===== src/rtl/ahb_slave_port_arbiter.sv =====
// Per-slave-port AHB arbiter: round-robin address-phase grant with burst and
// lock hold-off, plus tracking of the data-phase owner for response routing.
module ahb_slave_port_arbiter #(
    parameter int NO_OF_MASTERS = 4,
    parameter int MID_W         = $clog2(NO_OF_MASTERS)
) (
    input  logic                     hclk,
    input  logic                     hreset,
    input  logic [NO_OF_MASTERS-1:0] req,
    input  logic [NO_OF_MASTERS-1:0] lock,
    input  logic [NO_OF_MASTERS-1:0] burst_cont,
    input  logic                     hready,
    output logic [NO_OF_MASTERS-1:0] hgrant,
    output logic [MID_W-1:0]         addr_owner,
    output logic                     owner_valid,
    output logic [MID_W-1:0]         data_owner,
    output logic                     data_valid,
    output logic                     grant_switch
);

    typedef enum logic [1:0] {
        IDLE,
        GRANTED,
        LOCKED
    } state_t;

    // Master count in the same width as the wrap arithmetic below, so the
    // modulo works for non-power-of-two master counts.
    localparam logic [MID_W:0] N_W = (MID_W + 1)'(NO_OF_MASTERS);

    state_t           state;
    logic [MID_W-1:0] rr_ptr;
    logic [MID_W-1:0] rr_winner;
    logic [MID_W-1:0] rr_next;
    logic             rr_found;
    logic             do_grant;
    logic             do_release;
    logic             go_locked;

    // Round-robin pick: the first requester at or after rr_ptr, scanning with
    // wrap-around; scanning downward lets the lowest offset overwrite the rest.
    always_comb begin
        rr_winner = '0;
        rr_found  = 1'b0;
        for (int k = NO_OF_MASTERS - 1; k >= 0; k--) begin
            logic [MID_W:0] idx;
            idx = {1'b0, rr_ptr} + (MID_W + 1)'(k);
            if (idx >= N_W) begin
                idx = idx - N_W;
            end
            if (req[idx[MID_W-1:0]]) begin
                rr_winner = idx[MID_W-1:0];
                rr_found  = 1'b1;
            end
        end
    end

    // Pointer to the master after the winner, so a re-granted master drops to lowest priority.
    always_comb begin
        logic [MID_W:0] wp1;
        wp1 = {1'b0, rr_winner} + (MID_W + 1)'(1);
        if (wp1 >= N_W) begin
            rr_next = '0;
        end else begin
            rr_next = wp1[MID_W-1:0];
        end
    end

    // Decide per state whether the owner is held, re-arbitrated or released.
    // A locked owner whose lock has dropped is re-arbitrated even mid-burst.
    always_comb begin
        do_grant   = 1'b0;
        do_release = 1'b0;
        go_locked  = 1'b0;
        case (state)
            IDLE: begin
                do_grant = rr_found;
            end
            GRANTED: begin
                if (!burst_cont[addr_owner]) begin
                    if (lock[addr_owner]) begin
                        go_locked = 1'b1;
                    end else if (rr_found) begin
                        do_grant = 1'b1;
                    end else begin
                        do_release = 1'b1;
                    end
                end
            end
            LOCKED: begin
                if (!lock[addr_owner]) begin
                    if (rr_found) begin
                        do_grant = 1'b1;
                    end else begin
                        do_release = 1'b1;
                    end
                end
            end
            default: begin
                do_release = 1'b1;
            end
        endcase
    end

    // Ownership FSM: everything advances only on completed transfers (hready=1),
    // except grant_switch, which is a single-cycle pulse.
    always_ff @(posedge hclk or posedge hreset) begin
        if (hreset) begin
            state        <= IDLE;
            hgrant       <= '0;
            addr_owner   <= '0;
            owner_valid  <= 1'b0;
            data_owner   <= '0;
            data_valid   <= 1'b0;
            grant_switch <= 1'b0;
            rr_ptr       <= '0;
        end else begin
            grant_switch <= 1'b0;
            if (hready) begin
                data_owner <= addr_owner;
                data_valid <= owner_valid & req[addr_owner];
                if (do_grant) begin
                    hgrant       <= {{(NO_OF_MASTERS - 1){1'b0}}, 1'b1} << rr_winner;
                    addr_owner   <= rr_winner;
                    owner_valid  <= 1'b1;
                    rr_ptr       <= rr_next;
                    state        <= lock[rr_winner] ? LOCKED : GRANTED;
                    grant_switch <= !owner_valid || (rr_winner != addr_owner);
                end else if (do_release) begin
                    hgrant       <= '0;
                    owner_valid  <= 1'b0;
                    state        <= IDLE;
                    grant_switch <= 1'b1;
                end else if (go_locked) begin
                    state <= LOCKED;
                end
            end
        end
    end

    a_grant_onehot : assert property (@(posedge hclk) disable iff (hreset)
        $onehot0(hgrant));

    a_grant_valid : assert property (@(posedge hclk) disable iff (hreset)
        ((hgrant != '0) == owner_valid));

    a_stall_hold : assert property (@(posedge hclk) disable iff (hreset)
        !hready |=> $stable({owner_valid, addr_owner}));

    a_lock_burst_hold : assert property (@(posedge hclk) disable iff (hreset)
        (owner_valid && (lock[addr_owner] || (state == GRANTED && burst_cont[addr_owner])))
        |=> $stable({owner_valid, addr_owner}));

    a_ptr_range : assert property (@(posedge hclk) disable iff (hreset)
        ({1'b0, rr_ptr} < N_W));

endmodule

===== config.mk =====
export PLATFORM = sky130hd
export DESIGN_NAME = ahb_slave_port_arbiter
export DESIGN_NICKNAME = d
export VERILOG_FILES = /design/src/rtl/ahb_slave_port_arbiter.sv
export SDC_FILE = /design/constraint.sdc
export NUM_CORES = 1
export LEC_CHECK = 0
export ABC_AREA = 1
export CAP_MARGIN = 20
export CORE_UTILIZATION = 49
export CTS_CLUSTER_DIAMETER = 60
export CTS_CLUSTER_SIZE = 16
export DETAILED_ROUTE_END_ITERATION = 8
export PLACE_DENSITY = 0.82
export SKIP_CTS_REPAIR_TIMING = 1
export SYNTH_ARGS = -nofsm -noshare
export SYNTH_HDL_FRONTEND = slang
export SYNTH_SLANG_ARGS = --single-unit

===== constraint.sdc =====
create_clock -name hclk -period 2.5 [get_ports hclk]
set_clock_uncertainty 0.2 [all_clocks]
set_input_delay 0.25 -clock hclk [delete_from_list [all_inputs] [get_ports hclk]]
set_output_delay 0.25 -clock hclk [all_outputs]
set_load 0.01 [all_outputs]

==> impl_metrics.prom, run 1 <==
# TYPE chip_impl_metric gauge
chip_impl_info{name="worst_setup_path_end_kind",value="flop"} 1
chip_impl_info{name="clk_root_buffer_cell",value="clkbuf_4"} 1
chip_impl_metric{name="final_net_count",unit=""} 211
chip_impl_metric{name="detail_route.iter0.violations",unit=""} 30
chip_impl_metric{name="cap_viol_max_count",unit=""} 0
chip_impl_metric{name="post_synth_num_cell_types",unit=""} 20
chip_impl_metric{name="pwr_density_cell",unit="mW/mm2"} 1350
chip_impl_metric{name="final_antenna_net_count",unit=""} 0
chip_impl_metric{name="syn_nets",unit=""} 183
chip_impl_info{name="reg2reg_from",value="rr_ptr[0]"} 1
chip_impl_info{name="tritoncts_clock_tree",value="yes"} 1
chip_impl_info{name="synth_largest_area_cell",value="dfrtp_1"} 1
chip_impl_metric{name="maxClockFrequency",unit="MHz"} 448
chip_impl_metric{name="gp_congestion",unit=""} 0.917
chip_impl_metric{name="ys_seq_area_frac",unit=""} 0.327
chip_impl_metric{name="core_area",unit="mm2"} 0.00221
chip_impl_metric{name="drt-vias-per-instance",unit=""} 5.33
chip_impl_metric{name="whs",unit="ns"} 0.122
chip_impl_metric{name="cts_max_path_buffers",unit=""} 2
chip_impl_metric{name="seq_area",unit="um2"} 375
chip_impl_metric{name="n_fill_cell",unit=""} 196
chip_impl_metric{name="placed_wire_length_estimate_after_detailed_placement",unit="mm"} 2.20
chip_impl_metric{name="detail_route.wirelength",unit="mm"} 2.82
chip_impl_metric{name="synth_top_area_share",unit=""} 0.327
chip_impl_info{name="critPathSlowestCell",value="dfrtp_1"} 1
chip_impl_metric{name="vdd_ir_drop_max",unit="mV"} 0.761
chip_impl_metric{name="setup_tns",unit="ns"} 0
chip_impl_metric{name="cp_num_buf_inv",unit=""} 2
chip_impl_metric{name="routed-wl-met2",unit="mm"} 1.42
chip_impl_metric{name="cts-buffers-inserted",unit=""} 3
chip_impl_metric{name="slew_viol_final",unit=""} 0
chip_impl_info{name="criticalPathCategory",value="reg2reg"} 1
chip_impl_metric{name="setup_failing_eps_final",unit=""} 0
chip_impl_metric{name="syn_inst",unit=""} 164
chip_impl_metric{name="cp_max_fo",unit=""} 14
chip_impl_info{name="setup_repair_after_global_routing_missed_its_margin",value="no"} 1
chip_impl_metric{name="portBuffers",unit=""} 25
chip_impl_info{name="critPathMostFrequentCell",value="nand2_1"} 1
chip_impl_metric{name="drt-met1-wl",unit="mm"} 1.16
chip_impl_metric{name="post_route_clock_period_utilization",unit=""} 0.892
chip_impl_metric{name="ys.warnings.count",unit=""} 0
chip_impl_metric{name="cp.arrival",unit="ns"} 2.22
chip_impl_metric{name="final.min_clock_period",unit="ns"} 2.23
chip_impl_metric{name="syn_to_final_growth",unit="%"} 25.2
chip_impl_info{name="topRoutingLayerUsed",value="met4"} 1
chip_impl_metric{name="vias",unit=""} 1168
chip_impl_metric{name="cts.clk_slew.worst_paths",unit="ns"} 0.09
chip_impl_metric{name="htreeDepth",unit=""} 1
chip_impl_metric{name="floorplan.die.height",unit="um"} 50.4
chip_impl_metric{name="mappedNetlistArea",unit="mm2"} 0.00115
chip_impl_metric{name="timing_worst_slew_pin_value",unit="ns"} 0.602
chip_impl_metric{name="rows",unit=""} 17
chip_impl_metric{name="max-slew-margin-rel",unit=""} 0.598
chip_impl_metric{name="wl_met3",unit="um"} 166
chip_impl_metric{name="die_area",unit="mm2"} 0.00254
chip_impl_metric{name="drive_gt1_frac",unit=""} 0.110
chip_impl_metric{name="timing.critical_path.required",unit="ns"} 2.49
chip_impl_info{name="status",value="completed"} 1
chip_impl_metric{name="insertedDiodeCount",unit=""} 0
chip_impl_metric{name="avgRoutedWirePerCell",unit="um"} 12.9
chip_impl_metric{name="via_count_of_the_first_global_routing_pass",unit=""} 1135
chip_impl_metric{name="io-pin-count",unit=""} 26
chip_impl_info{name="crit_path_start_kind",value="flop"} 1
chip_impl_metric{name="cellLeakagePower",unit="uW"} 0.000737
chip_impl_metric{name="post-route-drc-count",unit=""} 0
chip_impl_info{name="reg_to_reg_end",value="hgrant[0]"} 1
chip_impl_metric{name="grt_max_degree",unit=""} 16
chip_impl_metric{name="worst_skew_pair.late_latency",unit="ns"} 0.29
chip_impl_info{name="timing.critical_path.max_delay_family",value="simple AND/OR/NAND/NOR gates"} 1
chip_impl_metric{name="setup.reg_to_reg.worst_slack",unit="ns"} 0.27
chip_impl_metric{name="dp_cells",unit=""} 215
chip_impl_metric{name="hold_viol",unit=""} 0
chip_impl_info{name="worstHoldPathType",value="in2async"} 1
chip_impl_metric{name="global_route_wire_length_before_repair",unit="mm"} 4.76
chip_impl_info{name="worstPathCellList",value="inv_1 > nand2_1 > nand3_2 > nand2_1 > nand3_2 > nand2_2 > nand2_4 > nand2_4 > inv_1 > ha_1 > nand2_1 > nand2_1"} 1
chip_impl_metric{name="first_pass_iters",unit=""} 4
chip_impl_metric{name="per_instance_average_area_after_synthesis",unit="um2"} 7.00
chip_impl_metric{name="final_cell_count_no_fill",unit=""} 219
chip_impl_metric{name="multi_input_comb_area",unit="um2"} 657
chip_impl_metric{name="crit_path_max_incr_delay",unit="ns"} 0.68
chip_impl_metric{name="die_width",unit="um"} 50.4
chip_impl_metric{name="numClockSinks",unit=""} 15
chip_impl_metric{name="initial_core_utilization",unit=""} 0.519
chip_impl_metric{name="number_of_antenna_violations_at_the_first_check_in_global_routing",unit=""} 0
chip_impl_metric{name="reg2reg_depth",unit=""} 12
chip_impl_metric{name="pre_cts_ws",unit="ns"} 0.187
chip_impl_metric{name="final_util",unit=""} 0.649
chip_impl_metric{name="overflow",unit=""} 0
chip_impl_metric{name="groute.usage.overall",unit=""} 0.251
chip_impl_info{name="top_cells_by_area_in_the_synthesized_netlist",value="dfrtp_1 (33%), nand2_1 (17%), nand3_1 (7.9%)"} 1
chip_impl_metric{name="synth-seq-cells",unit=""} 15
chip_impl_metric{name="final.setup.worst_slack",unit="ns"} 0.270
[registers in the layout, summed over array words and instances, names as in the netlist]
signal / cells
data_owner: 2
hgrant: 4
addr_owner: 2
state: 2
owner_valid: 1
data_valid: 1
rr_ptr: 2
grant_switch: 1
[cell usage in the layout, fill, tap and decap left out]
cell	netlist	layout
nand3_2	4	4
clkbuf_1	0	1
buf_4	1	1
inv_2	2	2
a21oi_1	7	7
inv_4	1	1
dfrtp_1	15	15
nand3_1	18	18
o21ai_1	5	5
nand2_1	53	53
o21ai_0	11	11
ha_1	4	4
inv_1	19	19
nand4_1	1	1
nand2_2	5	5
nand3_4	3	3
clkdlybuf4s50_1	0	25
nand2_4	2	2
nor2_1	9	9
o21a_1	1	1
clkbuf_4	0	3
xnor2_1	1	1
[worst max-delay path by stage]
stage,from,end,depth (start not counted),slack (ns)
after floorplan,rr_ptr[0],rr_ptr[1],10,0.63
final,rr_ptr[0],hgrant[0],12,0.27
after global placement,req[1],rr_ptr[1],11,0.29
after CTS,rr_ptr[0],hgrant[0],12,0.29
after global routing,rr_ptr[0],hgrant[0],12,0.08
after detailed placement,req[1],rr_ptr[1],11,0.19
[synth_stat cells]
cell type  instances
o21a_1             1
buf_4              1
inv_4              1
nand2_1           53
o21ai_1            5
ha_1               4
xnor2_1            1
nand3_4            3
nor2_1             9
o21ai_0           11
buf_6              2
dfrtp_1           15
nand3_2            4
inv_1             19
nand4_1            1
nand2_2            5
a21oi_1            7
nand2_4            2
nand3_1           18
inv_2              2
[report_power, final]
part	internal [uW]	switching [uW]	total (uW)
logic	514	812	1330
clock network	62.1	81.4	144
registers	350	117	467
total	926	1010	1940
[cell families after synthesis]
family          after synthesis  synth area share
fa+ha+maj                     4            0.0436
xor+xnor                      1           0.00763
simple gates                 95             0.414
flops                        15             0.327
compound gates               24             0.107
buf+inv                      25             0.100
[layout make-up]
type | count | area share
tap | 28 | 0.0244
inverter | 22 | 0.0592
sequential | 15 | 0.261
multi-input combinational | 124 | 0.457
timing repair buffer | 26 | 0.179
clock buffer | 4 | 0.0183
[routing by layer]
layer  up-vias  GRT usage
met5         -          0
met4         0      0.120
met3        11     0.0636
met2        47      0.433
met1       530      0.285
li1        580          -
[per-stage QoR]
step	area [um2]	total power, uW
finish	1440	1940
global route	1440	2130
CTS	1440	1940
detailed placement	1410	1790
global placement	1410	1730
floorplan	1150	1440
Note: power is estimated with default switching activity, not from simulation.
==> inputs of run 2 (changes only) <==
CORE_UTILIZATION = 58   (was 49)
DONT_BUFFER_PORTS = 1   (was not set)
PLACE_DENSITY = 0.78   (was 0.82)
==> run 2 against run 1 <==
Compared with the run above: the run now ends with negative hold slack left; non-clock buffer count decreased by 23; utilization up 2.5 points; sequential power rose by 8.1%; maximum frequency increased by 0.43%; die area decreased by 15%; critical path depth did not move; via count is 8.6% lower; count of clock-buffer cells in the layout unchanged; worst hold slack got worse by 0.15 ns.
==> impl_metrics.prom, run 2 (synthesized netlist as in run 1, its figures left out) <==
# TYPE chip_impl_metric gauge
chip_impl_metric{name="htreeDepth",unit=""} 1
chip_impl_metric{name="detail_route.wirelength",unit="mm"} 2.52
chip_impl_metric{name="via_count_of_the_first_global_routing_pass",unit=""} 883
chip_impl_metric{name="cts_max_path_buffers",unit=""} 2
chip_impl_metric{name="setup_failing_eps_final",unit=""} 0
chip_impl_metric{name="groute.usage.overall",unit=""} 0.260
chip_impl_metric{name="setup_tns",unit="ns"} 0
chip_impl_metric{name="final.setup.worst_slack",unit="ns"} 0.279
chip_impl_metric{name="initial_core_utilization",unit=""} 0.644
chip_impl_info{name="clk_root_buffer_cell",value="clkbuf_4"} 1
chip_impl_metric{name="power.switching_fraction",unit=""} 0.554
chip_impl_info{name="worst_setup_path_end_kind",value="flop"} 1
chip_impl_metric{name="io-pin-count",unit=""} 26
chip_impl_metric{name="multi_input_comb_area",unit="um2"} 657
chip_impl_info{name="crit_path_start_kind",value="flop"} 1
chip_impl_metric{name="post_route_clock_period_utilization",unit=""} 0.888
chip_impl_metric{name="pre_cts_ws",unit="ns"} 0.333
chip_impl_metric{name="n_fill_cell",unit=""} 151
chip_impl_metric{name="postPlaceCellArea",unit="mm2"} 0.00116
chip_impl_metric{name="detail_route.iter0.violations",unit=""} 29
chip_impl_metric{name="cp_max_fo",unit=""} 14
chip_impl_metric{name="max-slew-margin-rel",unit=""} 0.610
chip_impl_metric{name="post-route-drc-count",unit=""} 0
chip_impl_metric{name="global_route_wire_length_before_repair",unit="mm"} 3.93
chip_impl_metric{name="avgRoutedWirePerCell",unit="um"} 13.1
chip_impl_metric{name="vias",unit=""} 1067
chip_impl_metric{name="numClockSinks",unit=""} 15
chip_impl_info{name="status",value="finished, violations left"} 1
chip_impl_metric{name="die_width",unit="um"} 46.5
chip_impl_metric{name="vdd_ir_drop_max",unit="mV"} 0.852
chip_impl_metric{name="cap_viol_max_count",unit=""} 0
chip_impl_metric{name="internal-power",unit="uW"} 795
chip_impl_metric{name="first_pass_iters",unit=""} 4
chip_impl_metric{name="final_antenna_net_count",unit=""} 0
chip_impl_metric{name="cellLeakagePower",unit="uW"} 0.000650
chip_impl_metric{name="final_net_count",unit=""} 188
chip_impl_metric{name="drive_gt1_frac",unit=""} 0.125
chip_impl_metric{name="rows",unit=""} 15
chip_impl_metric{name="seq_area",unit="um2"} 375
chip_impl_info{name="mostFrequentLayoutCell",value="nand2_1"} 1
chip_impl_metric{name="pwr-share-clk",unit=""} 0.080
chip_impl_metric{name="final.min_clock_period",unit="ns"} 2.22
chip_impl_metric{name="grt_max_degree",unit=""} 16
chip_impl_metric{name="hold_viol",unit=""} 1
chip_impl_metric{name="cp.arrival",unit="ns"} 2.21
chip_impl_metric{name="timing.critical_path.required",unit="ns"} 2.49
chip_impl_metric{name="pwr_density_cell",unit="mW/mm2"} 1480
chip_impl_metric{name="largest_reg_flops",unit=""} 4
chip_impl_metric{name="floorplan.die.height",unit="um"} 46.5
chip_impl_metric{name="cts-buffers-inserted",unit=""} 3
chip_impl_metric{name="syn_to_final_growth",unit="%"} 4.80
chip_impl_metric{name="slew_viol_final",unit=""} 0
chip_impl_metric{name="number_of_antenna_violations_at_the_first_check_in_global_routing",unit=""} 0
chip_impl_metric{name="die_area",unit="mm2"} 0.00216
chip_impl_metric{name="worst_skew_pair.late_latency",unit="ns"} 0.29
chip_impl_metric{name="whs",unit="ns"} -0.0277
chip_impl_metric{name="timing_worst_slew_pin_value",unit="ns"} 0.584
chip_impl_info{name="violations_in_the_final_reports",value="negative hold slack"} 1
chip_impl_metric{name="final_util",unit=""} 0.674
chip_impl_metric{name="insertedDiodeCount",unit=""} 0
chip_impl_metric{name="gp_congestion",unit=""} 0.917
chip_impl_metric{name="drt-vias-per-instance",unit=""} 5.53
chip_impl_info{name="criticalPathCategory",value="reg2reg"} 1
chip_impl_info{name="mostFrequentLayoutCells",value="nand2_1 (53), inv_1 (19), nand3_1 (18)"} 1
chip_impl_info{name="setup_repair_after_global_routing_missed_its_margin",value="no"} 1
chip_impl_metric{name="portBuffers",unit=""} 0
chip_impl_metric{name="register_share_of_total_power",unit=""} 0.284
chip_impl_metric{name="cts.clk_slew.worst_paths",unit="ns"} 0.09
chip_impl_metric{name="placed_wire_length_estimate_after_detailed_placement",unit="mm"} 1.94
chip_impl_metric{name="overflow",unit=""} 0
chip_impl_metric{name="maxClockFrequency",unit="MHz"} 450
chip_impl_metric{name="finalInstanceArea",unit="mm2"} 0.00120
chip_impl_metric{name="power.switching",unit="uW"} 986
chip_impl_metric{name="core_area",unit="mm2"} 0.00178
chip_impl_info{name="worstHoldPathType",value="in2reg"} 1
chip_impl_metric{name="share_comb_of_total_power",unit=""} 0.636
chip_impl_info{name="tritoncts_clock_tree",value="yes"} 1
chip_impl_info{name="regMostFlops",value="hgrant"} 1
==> run 2: path summary, 6_finish.rpt <==
check                           startpoint          end  slack [ns]  depth (start not counted)
worst min-delay path                req[2]   data_valid       -0.03                          2
worst min register to register   hgrant[0]    hgrant[0]        0.35                          2
worst max register to register   rr_ptr[0]    hgrant[2]        0.28                         12
min in group asynchronous           hreset  owner_valid        0.25                          2
worst max-delay path             rr_ptr[0]    hgrant[2]        0.28                         12
max in group asynchronous           hreset    hgrant[3]        1.47                          2
==> run 2: layout make-up <==
type / count / share of cell area
clock buffer: 4 / 0.0219
timing repair buffer: 3 / 0.0229
inverter: 22 / 0.0708
sequential: 15 / 0.312
tap: 25 / 0.0260
multi-input combinational: 124 / 0.546
==> run 2: per-layer routing <==
| metal | wire length, um | up-vias | GRT usage |
|---|---|---|---|
| met5 | 0 | - | 0 |
| met1 | 1080 | 493 | 0.348 |
| met3 | 170 | 5 | 0.0588 |
| met2 | 1230 | 38 | 0.400 |
| li1 | - | 531 | - |
| met4 | 34 | 0 | 0.106 |
==> run 2: power groups by stage <==
stage	clock network, uW	registers (uW)	logic [uW]
after floorplan	0	468	973
after global placement	0	504	1070
after detailed placement	0	509	1120
after CTS	145	503	1130
after global routing	157	523	1300
final	143	505	1130
==> run 2: critical path, cell delays in order (launching register included) <==
cell     delay [ns]
dfrtp_1        0.67
inv_1          0.15
nand2_1        0.10
nand3_1        0.11
nand2_1        0.10
nand3_2        0.11
nand2_2        0.10
nand2_4        0.07
nand2_4        0.13
inv_1          0.07
ha_1           0.19
nand2_1        0.06
nand2_1        0.05
==> run 2: stage by stage <==
| step | total power [uW] | cells |
|---|---|---|
| 2_1_floorplan | 1440 | 164 |
| 3_3_place_gp | 1580 | 187 |
| 3_5_place_dp | 1630 | 187 |
| 4_1_cts | 1780 | 191 |
| 5_1_grt | 1980 | 193 |
| 6_report | 1780 | 193 |
